==> config.mk <==
export PLATFORM = sky130hd
export DESIGN_NAME = id_stage
export DESIGN_NICKNAME = d
export VERILOG_FILES = /design/src/rtl/mips_pkg.sv /design/src/rtl/instr_decoder.sv /design/src/rtl/id_stage.sv
export SDC_FILE = /design/constraint.sdc
export NUM_CORES = 1
export LEC_CHECK = 0
export CELL_PAD_IN_SITES_DETAIL_PLACEMENT = 1
export CELL_PAD_IN_SITES_GLOBAL_PLACEMENT = 2
export CORE_UTILIZATION = 24
export CTS_CLUSTER_DIAMETER = 50
export DETAILED_ROUTE_END_ITERATION = 7
export PLACE_DENSITY_LB_ADDON = 0.1
export SYNTH_ARGS = -nofsm -noshare
export SYNTH_HDL_FRONTEND = slang
export SYNTH_HIERARCHICAL = 1
export SYNTH_SLANG_ARGS = --single-unit
==> constraint.sdc <==
create_clock -name clk -period 3.5 [get_ports clk]
set_input_delay 0.525 -clock clk [delete_from_list [all_inputs] [get_ports clk]]
set_output_delay 0.525 -clock clk [all_outputs]
set_load 0.01 [all_outputs]
==> src/rtl/mips_pkg.sv <==
`default_nettype none
// ============================================================================
// Module   : mips_pkg
// Brief    : Opcodes, funct codes, ALU op enum and decode/pipeline structs
//            shared by the decode stage and its decoder.
// Revision : 1.0 - initial release
// ============================================================================
package mips_pkg;

  // Primary opcodes
  localparam logic [5:0] OP_RTYPE = 6'h00;
  localparam logic [5:0] OP_BEQ   = 6'h04;
  localparam logic [5:0] OP_BNE   = 6'h05;
  localparam logic [5:0] OP_ADDI  = 6'h08;
  localparam logic [5:0] OP_ANDI  = 6'h0C;
  localparam logic [5:0] OP_ORI   = 6'h0D;
  localparam logic [5:0] OP_LUI   = 6'h0F;
  localparam logic [5:0] OP_LW    = 6'h23;
  localparam logic [5:0] OP_SW    = 6'h2B;

  // R-type funct codes
  localparam logic [5:0] FN_SLL = 6'h00;
  localparam logic [5:0] FN_ADD = 6'h20;
  localparam logic [5:0] FN_SUB = 6'h22;
  localparam logic [5:0] FN_AND = 6'h24;
  localparam logic [5:0] FN_OR  = 6'h25;
  localparam logic [5:0] FN_SLT = 6'h2A;

  typedef enum logic [3:0] {
    ALU_ADD  = 4'd0,
    ALU_SUB  = 4'd1,
    ALU_AND  = 4'd2,
    ALU_OR   = 4'd3,
    ALU_SLT  = 4'd4,
    ALU_SLL  = 4'd5,
    ALU_LUI  = 4'd6,
    ALU_PASS = 4'd7
  } alu_op_t;

  // Decoded control; reads_rt is internal and only feeds hazard detection
  typedef struct packed {
    logic    illegal;
    logic    wr_en;
    logic    mem_rd;
    logic    mem_wr;
    logic    use_imm;
    logic    beq;
    logic    bne;
    logic    reads_rt;
    alu_op_t alu_op;
  } ctrl_t;

  localparam ctrl_t NOP_CTRL = '{
    illegal:  1'b0,
    wr_en:    1'b0,
    mem_rd:   1'b0,
    mem_wr:   1'b0,
    use_imm:  1'b0,
    beq:      1'b0,
    bne:      1'b0,
    reads_rt: 1'b0,
    alu_op:   ALU_ADD
  };

  // ID/EX pipeline register contents
  typedef struct packed {
    logic        valid;
    logic [31:0] pc;
    ctrl_t       ctrl;
    logic [31:0] rs_val;
    logic [31:0] rt_val;
    logic [31:0] imm;
    logic [4:0]  shamt;
    logic [4:0]  rs_num;
    logic [4:0]  rt_num;
    logic [4:0]  dest;
  } idex_t;

endpackage
`default_nettype wire

==> src/rtl/instr_decoder.sv <==
`default_nettype none
// ============================================================================
// Module   : instr_decoder
// Brief    : Combinational decode of the supported MIPS subset into control
//            flags, ALU op, destination register and extended immediate.
// Revision : 1.0 - initial release
// ============================================================================
module instr_decoder
  import mips_pkg::*;
(
  input  logic [31:0] instr_i,
  output ctrl_t       ctrl_o,
  output logic [4:0]  dest_o,
  output logic [31:0] imm_o
);

  logic [5:0]  opcode;
  logic [5:0]  funct;
  logic [4:0]  rt;
  logic [4:0]  rd;
  logic [31:0] imm_sx;
  logic [31:0] imm_zx;
  ctrl_t       ctrl_raw;

  assign opcode = instr_i[31:26];
  assign funct  = instr_i[5:0];
  assign rt     = instr_i[20:16];
  assign rd     = instr_i[15:11];
  assign imm_sx = {{16{instr_i[15]}}, instr_i[15:0]};
  assign imm_zx = {16'h0000, instr_i[15:0]};

  // Opcode/funct table; unknown encodings raise only the illegal flag
  always_comb begin
    ctrl_raw = NOP_CTRL;
    dest_o   = 5'd0;
    imm_o    = 32'h0;
    unique case (opcode)
      OP_RTYPE: begin
        ctrl_raw.wr_en    = 1'b1;
        ctrl_raw.reads_rt = 1'b1;
        dest_o            = rd;
        case (funct)
          FN_ADD:  ctrl_raw.alu_op = ALU_ADD;
          FN_SUB:  ctrl_raw.alu_op = ALU_SUB;
          FN_AND:  ctrl_raw.alu_op = ALU_AND;
          FN_OR:   ctrl_raw.alu_op = ALU_OR;
          FN_SLT:  ctrl_raw.alu_op = ALU_SLT;
          FN_SLL:  ctrl_raw.alu_op = ALU_SLL;
          default: begin
            ctrl_raw         = NOP_CTRL;
            ctrl_raw.illegal = 1'b1;
            dest_o           = 5'd0;
          end
        endcase
      end
      OP_ADDI: begin
        ctrl_raw.wr_en   = 1'b1;
        ctrl_raw.use_imm = 1'b1;
        ctrl_raw.alu_op  = ALU_ADD;
        dest_o           = rt;
        imm_o            = imm_sx;
      end
      OP_ANDI: begin
        ctrl_raw.wr_en   = 1'b1;
        ctrl_raw.use_imm = 1'b1;
        ctrl_raw.alu_op  = ALU_AND;
        dest_o           = rt;
        imm_o            = imm_zx;
      end
      OP_ORI: begin
        ctrl_raw.wr_en   = 1'b1;
        ctrl_raw.use_imm = 1'b1;
        ctrl_raw.alu_op  = ALU_OR;
        dest_o           = rt;
        imm_o            = imm_zx;
      end
      OP_LUI: begin
        ctrl_raw.wr_en   = 1'b1;
        ctrl_raw.use_imm = 1'b1;
        ctrl_raw.alu_op  = ALU_LUI;
        dest_o           = rt;
        imm_o            = {instr_i[15:0], 16'h0000};
      end
      OP_LW: begin
        ctrl_raw.wr_en   = 1'b1;
        ctrl_raw.mem_rd  = 1'b1;
        ctrl_raw.use_imm = 1'b1;
        ctrl_raw.alu_op  = ALU_ADD;
        dest_o           = rt;
        imm_o            = imm_sx;
      end
      OP_SW: begin
        ctrl_raw.mem_wr   = 1'b1;
        ctrl_raw.use_imm  = 1'b1;
        ctrl_raw.reads_rt = 1'b1;
        ctrl_raw.alu_op   = ALU_ADD;
        imm_o             = imm_sx;
      end
      OP_BEQ: begin
        ctrl_raw.beq      = 1'b1;
        ctrl_raw.reads_rt = 1'b1;
        ctrl_raw.alu_op   = ALU_SUB;
        imm_o             = imm_sx;
      end
      OP_BNE: begin
        ctrl_raw.bne      = 1'b1;
        ctrl_raw.reads_rt = 1'b1;
        ctrl_raw.alu_op   = ALU_SUB;
        imm_o             = imm_sx;
      end
      default: ctrl_raw.illegal = 1'b1;
    endcase
  end

  // A write to r0 is architecturally a no-op, so drop the enable here
  always_comb begin
    ctrl_o       = ctrl_raw;
    ctrl_o.wr_en = ctrl_raw.wr_en && (dest_o != 5'd0);
  end

endmodule
`default_nettype wire

==> src/rtl/id_stage.sv <==
`default_nettype none
// ============================================================================
// Module   : id_stage
// Brief    : Decode stage: register read with writeback bypass, load-use
//            hazard detection and the ID/EX pipeline register.
// Revision : 1.0 - initial release
// ============================================================================
module id_stage
  import mips_pkg::*;
#(
  parameter logic [31:0] NOP_PC = 32'h0000_0000
) (
  input  logic        clk,
  input  logic        reset,
  input  logic        if_valid,
  input  logic [31:0] if_instr,
  input  logic [31:0] if_pc,
  output logic        id_stall,
  output logic [4:0]  rf_rd0_num,
  input  logic [31:0] rf_rd0_data,
  output logic [4:0]  rf_rd1_num,
  input  logic [31:0] rf_rd1_data,
  input  logic        wb_wr_en,
  input  logic [4:0]  wb_wr_num,
  input  logic [31:0] wb_wr_data,
  input  logic        ex_flush,
  output logic        ex_valid,
  output logic [31:0] ex_pc,
  output alu_op_t     ex_alu_op,
  output logic [31:0] ex_rs_val,
  output logic [31:0] ex_rt_val,
  output logic [31:0] ex_imm,
  output logic [4:0]  ex_shamt,
  output logic [4:0]  ex_rs_num,
  output logic [4:0]  ex_rt_num,
  output logic [4:0]  ex_dest,
  output logic        ex_wr_en,
  output logic        ex_mem_rd,
  output logic        ex_mem_wr,
  output logic        ex_use_imm,
  output logic        ex_beq,
  output logic        ex_bne,
  output logic        ex_illegal
);

  ctrl_t       dec_ctrl;
  logic [4:0]  dec_dest;
  logic [31:0] dec_imm;
  logic [31:0] rs_val;
  logic [31:0] rt_val;
  logic        hz;
  idex_t       idex_d;
  idex_t       idex_q;
  idex_t       bubble;

  instr_decoder u_dec (
    .instr_i (if_instr),
    .ctrl_o  (dec_ctrl),
    .dest_o  (dec_dest),
    .imm_o   (dec_imm)
  );

  assign rf_rd0_num = if_instr[25:21];
  assign rf_rd1_num = if_instr[20:16];

  // Operand select: r0 is hard zero, else prefer the write landing this edge
  always_comb begin
    if (rf_rd0_num == 5'd0)
      rs_val = 32'h0;
    else if (wb_wr_en && (wb_wr_num == rf_rd0_num))
      rs_val = wb_wr_data;
    else
      rs_val = rf_rd0_data;
    if (rf_rd1_num == 5'd0)
      rt_val = 32'h0;
    else if (wb_wr_en && (wb_wr_num == rf_rd1_num))
      rt_val = wb_wr_data;
    else
      rt_val = rf_rd1_data;
  end

  // Load in EX whose result the instruction in decode needs right now
  always_comb begin
    hz = idex_q.valid && idex_q.ctrl.mem_rd && (idex_q.dest != 5'd0) &&
         if_valid &&
         ((idex_q.dest == rf_rd0_num) ||
          (dec_ctrl.reads_rt && (idex_q.dest == rf_rd1_num)));
  end

  assign id_stall = hz && !ex_flush;

  // Next ID/EX contents: bubble on flush or hazard, else the fresh decode
  always_comb begin
    bubble      = '0;
    bubble.pc   = NOP_PC;
    bubble.ctrl = NOP_CTRL;
    if (ex_flush || hz) begin
      idex_d = bubble;
    end else begin
      idex_d.valid  = if_valid;
      idex_d.pc     = if_pc;
      idex_d.ctrl   = dec_ctrl;
      idex_d.rs_val = rs_val;
      idex_d.rt_val = rt_val;
      idex_d.imm    = dec_imm;
      idex_d.shamt  = if_instr[10:6];
      idex_d.rs_num = rf_rd0_num;
      idex_d.rt_num = rf_rd1_num;
      idex_d.dest   = dec_dest;
    end
  end

  // ID/EX pipeline register
  always_ff @(posedge clk) begin
    if (reset) idex_q <= bubble;
    else       idex_q <= idex_d;
  end

  assign ex_valid   = idex_q.valid;
  assign ex_pc      = idex_q.pc;
  assign ex_alu_op  = idex_q.ctrl.alu_op;
  assign ex_rs_val  = idex_q.rs_val;
  assign ex_rt_val  = idex_q.rt_val;
  assign ex_imm     = idex_q.imm;
  assign ex_shamt   = idex_q.shamt;
  assign ex_rs_num  = idex_q.rs_num;
  assign ex_rt_num  = idex_q.rt_num;
  assign ex_dest    = idex_q.dest;
  assign ex_wr_en   = idex_q.ctrl.wr_en;
  assign ex_mem_rd  = idex_q.ctrl.mem_rd;
  assign ex_mem_wr  = idex_q.ctrl.mem_wr;
  assign ex_use_imm = idex_q.ctrl.use_imm;
  assign ex_beq     = idex_q.ctrl.beq;
  assign ex_bne     = idex_q.ctrl.bne;
  assign ex_illegal = idex_q.ctrl.illegal;

endmodule
`default_nettype wire

Yosys cells after proc, flatten, opt, wreduce, memory -nomap -nowiden
Index checks and enable logic that the tools add are counted.
{ "op_classes": {"n_reduce_logical": 29, "mux": 16, "n_eq_ne": 17} }
{ "op_table": {"columns": ["cell", "count"], "rows": [
  ["$pmux W32 S3", 1],
  ["$mux W32", 2],
  ["$eq A6 B6 Y1 const B", 7],
  ["$pmux W3 S5", 2],
  ["$eq A6 B4 Y1 const B", 4],
  ["$eq A5 B5 Y1", 4],
  ["$pmux W1 S2", 8],
  ["$eq A6 B3 Y1 const B", 2],
  ["$logic_not A6 Y1", 2],
  ["$reduce_or A6 Y1", 2],
  ["$logic_not A5 Y1", 2],
  ["$pmux W5 S2", 1],
  ["$reduce_bool A5 Y1", 2],
  ["$reduce_or A5 Y1", 2],
  ["$logic_and A1 B1 Y1", 9],
  ["$reduce_or A3 Y1", 3],
  ["$mux W8", 1],
  ["$reduce_or A8 Y1", 1],
  ["$reduce_or A2 Y1", 3],
  ["$mux W5", 1],
  ["$logic_or A1 B1 Y1", 2],
  ["$logic_not A1 Y1", 1]
]} }
{ "totals": {"out_inout_bits": 171, "ff_bits": 160, "in_bits": 170, "wordCells": 79} }

Longest topological paths before layout
{ "logic_depth": {"word_depth": 9, "ltp_mapped": 11, "depth_no_buf": 8} }

Cells and area by module
The synthesis kept the hierarchy.
{ "modules_own_cells": {"columns": ["module", "n_inst", "seq_area_each_um2", "cells_per_inst", "area_per_inst_um2"], "rows": [
  ["id_stage", 1, 3203.1, 466, 5390.2],
  ["instr_decoder", 1, 0.0, 104, 770.7]
]} }

Worst setup path before layout
OpenSTA, ideal clock, no wires.
{ "synth_path": {"path_kind": "input to output", "from": "input port if_instr[30]", "to": "output port id_stall", "cell_stages": 9, "setup_slack_ps": 1177, "arrival_ps": 1798, "t_required_ps": 2975, "n_path_buf": 1, "path_cell_list": "buf_2 -> nor3_2 -> nand3_2 -> a21oi_4 -> or3_1 -> nand2_1 -> o22ai_2 -> nand2_1 -> nor2_1"} }
{ "synth_rtl": {"columns": ["element", "line", "rtl"], "rows": [
  ["start, declared", "id_stage.sv:16", "input logic [31:0] if_instr,"],
  ["end, declared", "id_stage.sv:18", "output logic id_stall,"]
]} }

==> impl_metrics.xml <==
<?xml version="1.0" encoding="UTF-8"?>
<metrics>
  <group name="outcome">
    <metric name="outcome" unit="">completed</metric>
  </group>
  <group name="logic_synthesis">
    <metric name="synth-edff-count" unit="">0</metric>
    <metric name="most_frequent_cell_after_synthesis" unit="">sky130_fd_sc_hd__dfxtp_1</metric>
    <metric name="synth_compound_gate_area_share" unit="%">5.89</metric>
    <metric name="syn_avg_cell_area" unit="sq um">10.8</metric>
    <metric name="syn-num-nets" unit="">740</metric>
    <metric name="postSynth.asyncResetShare" unit="%">0</metric>
    <metric name="yosys_register_bits" unit="">160</metric>
    <metric name="synthesis.yosys.warnings" unit="">6</metric>
    <metric name="synth.cells.most_frequent" unit="">sky130_fd_sc_hd__dfxtp_1 (160), sky130_fd_sc_hd__and2_1 (113), sky130_fd_sc_hd__nor3_1 (70)</metric>
    <metric name="synth_top_cells_by_area" unit="">sky130_fd_sc_hd__dfxtp_1 (52%), sky130_fd_sc_hd__and2_1 (11%), sky130_fd_sc_hd__mux2i_1 (10%)</metric>
    <metric name="combinational_family_with_the_most_area_after_synthesis" unit="">simple AND/OR/NAND/NOR gates</metric>
    <metric name="yosys.area_share.adder" unit="%">0</metric>
    <metric name="ys_seq_area_share" unit="%">52.0</metric>
    <metric name="yosysTopAreaCellShare" unit="%">52.0</metric>
    <metric name="synth.distinct_cells" unit="">51</metric>
    <metric name="synth-xor-area-share" unit="%">2.99</metric>
    <metric name="ys_dominant_reg_cell" unit="">sky130_fd_sc_hd__dfxtp_1</metric>
    <metric name="yosys.area_share.simple" unit="%">22.5</metric>
    <metric name="synth_top_area_cell" unit="">sky130_fd_sc_hd__dfxtp_1</metric>
    <metric name="synth_mux_area_share" unit="%">10.4</metric>
    <metric name="mapped_cell_area" unit="sq mm">0.00616</metric>
    <metric name="synthesis.instances" unit="">570</metric>
  </group>
  <group name="critical_path">
    <metric name="crit_slowest_cell" unit="">sky130_fd_sc_hd__clkdlybuf4s50_1</metric>
    <metric name="timing.critical_path.from_type" unit="">primary input</metric>
    <metric name="kind_of_capture_point_of_the_worst_setup_path" unit="">output port</metric>
    <metric name="worstPathMaxFanout" unit="">6</metric>
    <metric name="worstSetupPathType" unit="">in -&gt; out</metric>
    <metric name="cp_data_required_time" unit="ns">2.97</metric>
    <metric name="slowest_delay" unit="ns">0.56</metric>
    <metric name="worst-endpoint-arrival" unit="ns">2.75</metric>
    <metric name="timing.critical_path.cells" unit="">clkdlybuf4s50_1, or2_1, a21o_1, a21oi_4, or3_1, nand2_1, o22ai_2, nand2_1, nor2_1, clkdlybuf4s50_1</metric>
  </group>
  <group name="run">
    <metric name="timing.max_cap.violations" unit="">0</metric>
  </group>
  <group name="sta">
    <metric name="setup_tns" unit="ns">0</metric>
    <metric name="finalMaxSlewViolations" unit="">0</metric>
    <metric name="report.final.setup_viol" unit="">0</metric>
    <metric name="final_cycle_share" unit="%">93.4</metric>
    <metric name="finalCriticalPeriod" unit="ns">3.27</metric>
    <metric name="skew" unit="ns">0.0107</metric>
    <metric name="fin_worst_hold_slack" unit="ns">0.661</metric>
    <metric name="max_freq" unit="GHz">0.306</metric>
    <metric name="worst_slew_margin" unit="%">63.6</metric>
    <metric name="grt_setup_unrepaired" unit="">false</metric>
    <metric name="hold_violations" unit="">0</metric>
    <metric name="slew_worst_pin" unit="ns">0.544</metric>
  </group>
  <group name="die">
    <metric name="die_area" unit="sq mm">0.0263</metric>
    <metric name="boundaryPins" unit="">341</metric>
    <metric name="std_cell_rows" unit="">58</metric>
    <metric name="floorplan.die.height" unit="microns">162</metric>
    <metric name="core" unit="sq mm">0.0252</metric>
    <metric name="start_util" unit="%">24.5</metric>
    <metric name="floorplan.die.width" unit="microns">162</metric>
  </group>
  <group name="power_and_ir_drop">
    <metric name="p_per_area" unit="mW/mm^2">430</metric>
    <metric name="vdd.ir_drop.worst" unit="uV">240</metric>
    <metric name="leakage_power" unit="nW">3.88</metric>
  </group>
  <group name="global_routing">
    <metric name="antenna_found_initial" unit="">1</metric>
    <metric name="track_usage" unit="%">17.2</metric>
    <metric name="grt_first_pass_wirelength" unit="microns">33700</metric>
    <metric name="first_global_vias" unit="">5686</metric>
    <metric name="grt_overflow" unit="">0</metric>
    <metric name="largest_net_degree_at_the_start_of_global_routing" unit="">88</metric>
  </group>
  <group name="clock_network">
    <metric name="cts.htree.levels" unit="">4</metric>
    <metric name="post-cts-setup-buffers" unit="">0</metric>
    <metric name="clk_transition_reported_paths" unit="ns">0.07</metric>
    <metric name="cts.path.max_buffers" unit="">2</metric>
    <metric name="ctsHoldBuffers" unit="">0</metric>
    <metric name="cts_inserted_buffers" unit="">17</metric>
    <metric name="cts.repair.resized" unit="">0</metric>
    <metric name="clock_tree_root_driver_cell" unit="">sky130_fd_sc_hd__clkbuf_16</metric>
    <metric name="cts_tree" unit="">yes</metric>
    <metric name="worst_skew_pair.late_latency" unit="ns">0.42</metric>
    <metric name="clock_sink_count" unit="">160</metric>
  </group>
  <group name="cells_and_area">
    <metric name="syn2layout_area_growth" unit="%">68.9</metric>
    <metric name="finalNetCount" unit="">1069</metric>
    <metric name="drive_above_1_share" unit="%">8.34</metric>
  </group>
  <group name="detailed_routing">
    <metric name="drcViolationCount" unit="">0</metric>
    <metric name="avgViaCountPerCell" unit="">4.29</metric>
    <metric name="via_count" unit="">5333</metric>
    <metric name="drt-initial-drc-count" unit="">155</metric>
    <metric name="final_antenna_net_count" unit="">0</metric>
    <metric name="postRouteWirelength" unit="microns">23200</metric>
    <metric name="detailedRoute.firstPassIterationCount" unit="">4</metric>
    <metric name="post_drt_wl_per_cell" unit="microns">18.7</metric>
  </group>
  <group name="min_path">
    <metric name="hold_class" unit="">in -&gt; reg</metric>
  </group>
  <group name="place">
    <metric name="port_buffers" unit="">340</metric>
    <metric name="hpwlAfterDp" unit="microns">17400</metric>
    <metric name="routabilityCongestion" unit="">0.835</metric>
  </group>
</metrics>
## sequential cells by signal, indices dropped and copies added (netlist names), 4 cells and up
name and cells:
ex_rt_num 5, ex_imm 32, ex_rt_val 32, ex_pc 32
ex_alu_op 4, ex_rs_num 5, ex_shamt 5, ex_dest 5
ex_rs_val 32
## kinds of logic after synthesis
logic type                after synthesis
AOI/OAI and AO/OA                      42
muxes                                  64
xor gates and xnor gates               21
buffers and inverters                  48
and+or+nand+nor                       234
DFF                                   160
other                                   1
## critical path, delay by kind of cell
| kind | cells | cell delay, ns |
|---|---|---|
| buf+inv | 2 | 1.07 |
| simple gates | 5 | 0.67 |
| compound gates | 3 | 0.50 |
## per-stage QoR
stage                     std cells  instance area, sq um  util (%)  setup slack [ns]  total power [mW]
after floorplan                 570                  6160         -              1.18              2.14
after global placement         1210                  9790      38.9             0.229              2.53
after detailed placement       1210                  9790      38.9             0.211              2.54
after CTS                      1241                 10400      41.3             0.203              4.56
after global routing           1242                 10400      41.3            0.0559              4.66
final                          1242                 10400      41.3             0.230              4.47
## power by group
part / switching, mW / internal (mW) / total [mW]
Clock: 0.784 / 1.20 / 1.98
Sequential: 0.0168 / 1.88 / 1.90
Combinational: 0.230 / 0.360 / 0.590
Total: 1.03 / 3.44 / 4.47
## final cells by class
cell class / instances / area [sq um]
Antenna cell: 1 / 2.50
Clock buffer: 19 / 433
Clock inverter: 12 / 184
Fill cell: 2782 / 14800
Inverter: 1 / 3.75
Multi-Input combinational cell: 362 / 2590
Sequential cell: 160 / 3200
Tap cell: 330 / 413
Timing Repair Buffer: 357 / 3580
## final timing paths
path / start / to / slack (ns) / cells after the start
worst max register to register: ex_dest[0]$_SDFF_PP0_ / ex_rt_val[25]$_SDFF_PP0_ / 1.74 / 7
worst min-delay path: if_pc[0] / ex_pc[0]$_SDFF_PP0_ / 0.66 / 2
worst min register to register: ex_mem_rd$_SDFF_PP0_ / ex_rt_num[0]$_SDFF_PP0_ / 1.10 / 5
worst max-delay path: if_instr[0] / id_stall / 0.23 / 10
## placed cells by master (no fill, tap or decap), types with 3 or more instances in the layout
master	count
sky130_fd_sc_hd__clkdlybuf4s50_1	340
sky130_fd_sc_hd__dfxtp_1	160
sky130_fd_sc_hd__and2_1	113
sky130_fd_sc_hd__nor3_1	70
sky130_fd_sc_hd__mux2i_1	64
sky130_fd_sc_hd__clkbuf_16	17
sky130_fd_sc_hd__xnor2_1	13
sky130_fd_sc_hd__buf_4	13
sky130_fd_sc_hd__a21o_1	12
sky130_fd_sc_hd__nand2_1	9
sky130_fd_sc_hd__nor2_1	8
sky130_fd_sc_hd__xor2_1	8
sky130_fd_sc_hd__a22o_1	6
sky130_fd_sc_hd__a21o_2	6
sky130_fd_sc_hd__nand3_1	4
sky130_fd_sc_hd__bufinv_16	4
sky130_fd_sc_hd__buf_12	4
sky130_fd_sc_hd__a21oi_1	3
sky130_fd_sc_hd__nor4_1	3
sky130_fd_sc_hd__inv_6	3
sky130_fd_sc_hd__a21oi_4	3
## layer usage
| layer | global-route usage (%) | share of wire, % |
|---|---|---|
| met5 | 0 | 0 |
| met4 | 6.65 | 2.2 |
| met3 | 5.01 | 6.8 |
| met1 | 18.7 | 40 |
| met2 | 31.3 | 51 |
Power figures use the tool's default switching activity.
